## src/rtl/ifq_pkg.sv

```systemverilog
// Shared types for the instruction fetch queue: entry layout and PC arithmetic.
package ifq_pkg;

   localparam int IFQ_ADDR_W  = 5;
   localparam int IFQ_INSTR_W = 32;

   typedef struct packed {
      logic [IFQ_ADDR_W-1:0]  pc;
      logic [IFQ_INSTR_W-1:0] instr;
   } ifq_entry_t;

   // Word-address increment; wraps modulo 2^IFQ_ADDR_W.
   function automatic logic [IFQ_ADDR_W-1:0] pc_inc(input logic [IFQ_ADDR_W-1:0] pc);
      return pc + IFQ_ADDR_W'(1);
   endfunction

endpackage

```

## src/rtl/ifq_fifo.sv

```systemverilog
// Synchronous FIFO of fetched {pc, instr} entries. Flush beats push in the
// same cycle, so a response landing during a redirect is simply dropped.
module ifq_fifo
   import ifq_pkg::*;
#(
   parameter int DEPTH = 4
)
(
   input  logic                   clk,
   input  logic                   reset,
   input  logic                   push_i,
   input  ifq_entry_t             push_entry_i,
   input  logic                   pop_i,
   input  logic                   flush_i,
   output logic [$clog2(DEPTH):0] count_o,
   output ifq_entry_t             head_o
);

   localparam int AW = $clog2(DEPTH);

   ifq_entry_t    mem_q [DEPTH];
   logic [AW-1:0] wr_ptr_q, wr_ptr_d;
   logic [AW-1:0] rd_ptr_q, rd_ptr_d;
   logic [AW:0]   count_q, count_d;

   // Pointer and count update; flush clears everything regardless of push/pop.
   always_comb begin
      wr_ptr_d = wr_ptr_q;
      rd_ptr_d = rd_ptr_q;
      count_d  = count_q;
      if (flush_i) begin
         wr_ptr_d = '0;
         rd_ptr_d = '0;
         count_d  = '0;
      end else begin
         if (push_i) wr_ptr_d = wr_ptr_q + AW'(1);
         if (pop_i)  rd_ptr_d = rd_ptr_q + AW'(1);
         case ({push_i, pop_i})
            2'b10:   count_d = count_q + (AW+1)'(1);
            2'b01:   count_d = count_q - (AW+1)'(1);
            default: count_d = count_q;
         endcase
      end
   end

   // Pointer/count registers.
   always_ff @(posedge clk) begin
      if (reset) begin
         wr_ptr_q <= '0;
         rd_ptr_q <= '0;
         count_q  <= '0;
      end else begin
         wr_ptr_q <= wr_ptr_d;
         rd_ptr_q <= rd_ptr_d;
         count_q  <= count_d;
      end
   end

   // Storage; cleared on reset so the head reads as zero out of reset.
   always_ff @(posedge clk) begin
      if (reset) begin
         for (int i = 0; i < DEPTH; i++) mem_q[i] <= '0;
      end else if (push_i && !flush_i) begin
         mem_q[wr_ptr_q] <= push_entry_i;
      end
   end

   assign count_o = count_q;
   assign head_o  = mem_q[rd_ptr_q];

   a_no_push_when_full: assert property (@(posedge clk) disable iff (reset)
      !(push_i && count_q == (AW+1)'(DEPTH)));

endmodule

```

## src/rtl/ifq_fetch_queue.sv

```systemverilog
// Instruction fetch stage: issues word reads to a synchronous program memory,
// tracks the single outstanding read, buffers responses with their PC and
// hands them to the decoder over valid/ready. A redirect flushes and restarts.
// Optional feature macro: IFQ_BYPASS_EN (empty-FIFO response goes straight to
// the decoder). Entry fields follow the ifq_pkg widths; keep ADDR_W/INSTR_W
// equal to IFQ_ADDR_W/IFQ_INSTR_W.
module ifq_fetch_queue
   import ifq_pkg::*;
#(
   parameter int ADDR_W  = IFQ_ADDR_W,
   parameter int INSTR_W = IFQ_INSTR_W,
   parameter int DEPTH   = 4
)
(
   input  logic                   clk,
   input  logic                   reset,
   output logic                   imem_req,
   output logic [ADDR_W-1:0]      imem_addr,
   input  logic [INSTR_W-1:0]     imem_data,
   input  logic                   redirect_valid,
   input  logic [ADDR_W-1:0]      redirect_addr,
   output logic                   instr_valid,
   input  logic                   instr_ready,
   output logic [INSTR_W-1:0]     instr_data,
   output logic [ADDR_W-1:0]      instr_pc,
   output logic [$clog2(DEPTH):0] occupancy
);

   localparam int CW = $clog2(DEPTH) + 1;
   localparam int SW = CW + 1;

   logic [ADDR_W-1:0] fetch_pc_q, fetch_pc_d;
   logic [ADDR_W-1:0] resp_pc_q, resp_pc_d;
   logic              inflight_q, inflight_d;

   logic              resp_live;
   logic              bypass;
   logic              push;
   logic              pop;
   logic              fifo_empty;
   logic [CW-1:0]     count;
   logic [SW-1:0]     credit_sum;
   ifq_entry_t        push_entry;
   ifq_entry_t        head;

   // A response landing in the redirect cycle belongs to the old stream.
   assign resp_live  = inflight_q && !redirect_valid;
   assign fifo_empty = (count == '0);

`ifdef IFQ_BYPASS_EN
   assign bypass = resp_live && fifo_empty && instr_ready;
`else
   assign bypass = 1'b0;
`endif

   assign push = resp_live && !bypass;
   assign pop  = !fifo_empty && instr_ready;

   // Counts next-cycle occupancy plus the outstanding read so a stalled
   // decoder can never cause an overflow.
   assign credit_sum = SW'(count) + SW'(inflight_q) + SW'(push) - SW'(pop);
   assign imem_req   = !reset && !redirect_valid && (credit_sum < SW'(DEPTH));
   assign imem_addr  = fetch_pc_q;

   assign push_entry = '{pc: resp_pc_q, instr: imem_data};

   ifq_fifo #(
      .DEPTH (DEPTH)
   ) u_fifo (
      .clk          (clk),
      .reset        (reset),
      .push_i       (push),
      .push_entry_i (push_entry),
      .pop_i        (pop),
      .flush_i      (redirect_valid),
      .count_o      (count),
      .head_o       (head)
   );

   assign instr_valid = !fifo_empty || bypass;
   assign instr_data  = bypass ? imem_data : head.instr;
   assign instr_pc    = bypass ? resp_pc_q : head.pc;
   assign occupancy   = count;

   // Fetch PC sequencing and outstanding-read tracking.
   always_comb begin
      fetch_pc_d = fetch_pc_q;
      resp_pc_d  = resp_pc_q;
      inflight_d = imem_req;
      if (redirect_valid) begin
         fetch_pc_d = redirect_addr;
      end else if (imem_req) begin
         fetch_pc_d = pc_inc(fetch_pc_q);
         resp_pc_d  = fetch_pc_q;
      end
   end

   // Fetch state registers; reset also discards an in-flight response.
   always_ff @(posedge clk) begin
      if (reset) begin
         fetch_pc_q <= '0;
         resp_pc_q  <= '0;
         inflight_q <= 1'b0;
      end else begin
         fetch_pc_q <= fetch_pc_d;
         resp_pc_q  <= resp_pc_d;
         inflight_q <= inflight_d;
      end
   end

endmodule

```

## config.mk

```make
export PLATFORM = sky130hd
export DESIGN_NAME = ifq_fetch_queue
export DESIGN_NICKNAME = d
export VERILOG_FILES = /design/src/rtl/ifq_pkg.sv /design/src/rtl/ifq_fifo.sv /design/src/rtl/ifq_fetch_queue.sv
export SDC_FILE = /design/constraint.sdc
export NUM_CORES = 1
export LEC_CHECK = 0
export BUFFER_PORTS_ARGS = -buffer_cell sky130_fd_sc_hd__clkbuf_2
export CAP_MARGIN = 20
export CORE_UTILIZATION = 43
export DETAILED_ROUTE_END_ITERATION = 6
export PLACE_DENSITY = 0.68
export SKIP_LAST_GASP = 1
export SLEW_MARGIN = 20
export SYNTH_ARGS = -nofsm -noshare
export SYNTH_HDL_FRONTEND = slang
export SYNTH_SLANG_ARGS = --single-unit
```

## constraint.sdc

```tcl
create_clock -name clk -period 9.86 [get_ports clk]
set_clock_uncertainty 0.15 [all_clocks]
set_input_delay 1.972 -clock clk [delete_from_list [all_inputs] [get_ports clk]]
set_output_delay 1.972 -clock clk [all_outputs]
set_load 0.02 [all_outputs]
```

==> impl_results.md <==
* Post-Synthesis Cell Area at 0.00717 mm2
* Clock sink count at 168
* Max cap viols at 0
* Fin Setup TNS at 0 ns
* Die Wd at 131 um
* Layout cells sized above 1 at 0.283
* Commonest non-fill, non-tap cell in the layout: edfxtp_1
* DRT Pass-1 Iters at 5
* Final setup vio count at 0
* CP startpoint kind: primary input
* Multi-input gate area at 0.00207 mm2
* Clock latency on the worst-skew pair at 0.41 ns
* Crit path time final at 6.35 ns
* Worst Path Arrival at 4.23 ns
* Root buffer cell: clkbuf_16
* IO Port Bufs at 87
* Core area at 0.0161 mm2
* Syn avg cell area at 14.0 um2
* Critical path data required time at 7.74 ns
* # hold bufs at CTS at 0
* Max-slew violation count at 0
* LEAKAGE at 3.40 nW
* CTS tree: done
* Max_slew headroom at 0.296
* Post-synth EDFFs at 148
* TritonCTS buffer count at 17
* Distinct cells, synth at 42
* # rows at 46
* Pin count of the biggest net entering global routing at 39
* F_max at 157 MHz
* Min Hold Slack at 0.358 ns
* Post-CTS sizing at 0
* Synth warn at 0
* Power Dens Cells at 194 mW/mm2
* Area grow syn2layout at 17.6%
* Placer Congestion at 0.708
* Routed wire per std cell at 18.1 um
* Period utilisation layout at 0.645
* Hold Vio Cnt, Final at 0
* Initial Util at 0.447
* Top_reg_cell synth: edfxtp_1
* Most frequent cells in the layout: edfxtp_1 (148), nor2_1 (125), clkbuf_2 (87), inv_1 (45), nand2_1 (42)
* Clk pin slew, worst setup/hold paths at 0.06 ns
* Peak VDD IR at 0.000154 V
* Top Ports at 88
* Wirelength, routed at 14,900 um
* Die footprint at 0.0172 mm2
* Number of synthesized register bits at 168
* RSZ-0062 raised after global routing: false
* Cells after synthesis at 513
* Outcome: completed
* Worst path bufs/invs at 4
* Async set or reset register ratio after synthesis at 0
* CTS max path bufs at 2
* Residual DRC at 0
* Post-route antenna net violation count at 0
* Gr usage total at 0.183
* Die Ht at 131 um
* Syn nets at 559
* Post CTS Setup Buffer Count at 0
* Gr ovfl total at 0
* DR vias/cell at 5.15
* N_diodes at 0
* Critical path cell sequence: clkbuf_2 -> inv_1 -> nand2_1 -> nand2_1 -> ha_1 -> a21oi_2 -> and3_1 -> o31ai_4 -> inv_1 -> clkbuf_2
* Pin slew with the least headroom to its limit at 1.06 ns
* Via count of the routed design at 4,240
* Reg2reg setup slack at 7.11 ns
* Setup crit end kind: primary output
* First-pass GRT wire length at 23,400 um
* Filler Cell Count at 1,380
* Reg area at 0.00485 mm2
* Worst-path cell with the longest stage delay: o31ai_4
* Clock H-tree levels at 4
* Cell family with most CP delay: simple AND/OR/NAND/NOR gates
* Max FO, Critical Path at 12
* Initial antenna violation count at 0
* Register area share after synthesis at 0.676
* Hold WC Path Type: register to register
* Setup CP Type: primary input to primary output
* Number of global-route vias before repair at 4,439
* 1st-iter DRT viols at 264
* Nets at 640
* Post-DP HPWL at 8400 um
* CP peak stage delay at 0.51 ns
## flip-flops by register name (all words and copies together), names as in the netlist, named ones only
name,count
imem_addr,5
inflight_q,1
resp_pc_q,5
u_fifo.count_o,3
u_fifo.mem_q,148
u_fifo.rd_ptr_q,2
u_fifo.wr_ptr_q,2
## worst min-delay path, cell delays in order, from the launching register on
cell and delay [ns]:
dfxtp_1 0.32, xor2_1 0.08, nor2_1 0.07
## layout make-up
type | count | area share
flip-flops and latches | 168 | 0.575
multi-input cells | 270 | 0.245
repair buffers | 92 | 0.0575
clock buffers | 23 | 0.0531
well taps | 216 | 0.0320
inverters | 45 | 0.0200
clock inverters | 9 | 0.0176
## layer usage
layer / up-vias / share of wire / track usage
met3: 12 / 0.049 / 0.0401
met5: - / 0 / 0
li1: 1982 / - / -
met1: 2133 / 0.42 / 0.225
met2: 113 / 0.52 / 0.316
met4: 0 / 0.0089 / 0.0686
## Yosys cell counts (all sizes together), types with 2 or more instances
cell type,count,share of area
dfxtp,20,0.056
or3,2,0.0024
or2,2,0.0017
a21oi,3,0.0031
xor2,4,0.0049
mux2i,5,0.0070
xnor2,4,0.0049
o21bai,2,0.0021
nand3,2,0.0031
inv,45,0.024
buf,6,0.0051
a211oi,3,0.0031
nand2b,3,0.0026
a2111oi,2,0.0042
clkbuf,24,0.013
edfxtp,148,0.62
nor3b,2,0.0021
nand2,42,0.022
nor3,2,0.0014
ha,4,0.0070
mux4,37,0.12
nor2b,3,0.0026
nor2,126,0.066
and4,3,0.0040
and3,7,0.0061
## stage by stage
stage / cells / utilization / setup slack [ns] / total power (W) / area, um2
floorplan: 513 / - / 4.01 / 0.000931 / 7170
global placement: 790 / 0.487 / 3.55 / 0.000978 / 7820
detailed placement: 791 / 0.488 / 3.51 / 0.000983 / 7840
CTS: 823 / 0.525 / 3.50 / 0.00165 / 8440
global route: 823 / 0.525 / 3.32 / 0.00170 / 8440
finish: 823 / 0.525 / 3.51 / 0.00164 / 8440
## where the power goes
group / switching, W / internal (W)
Combinational: 0.0000911 / 0.0000536
Clock: 0.000253 / 0.000422
Sequential: 0.0000134 / 0.000807
Total: 0.000357 / 0.00128
## final timing paths
check	from	end	cells after the start
worst min register to register	u_fifo.rd_ptr_q[1]$_SDFFE_PP0P_	register	2
worst min-delay path	u_fifo.rd_ptr_q[1]$_SDFFE_PP0P_	register	2
worst max register to register	inflight_q$_SDFF_PP0_	imem_addr[4]$_SDFFE_PP0P_	8
worst max-delay path	redirect_valid	imem_req	10
## logic make-up after synthesis
kind of cell / share of synthesized area
XOR/XNOR: 0.00977
buffers and inverters: 0.0412
AO/OA/AOI/OAI: 0.0232
flip-flops: 0.676
multiplexers: 0.123
adder cells (fa/ha/maj): 0.00977
AND/OR/NAND/NOR: 0.117
Note: power is estimated with default switching activity, not from simulation.
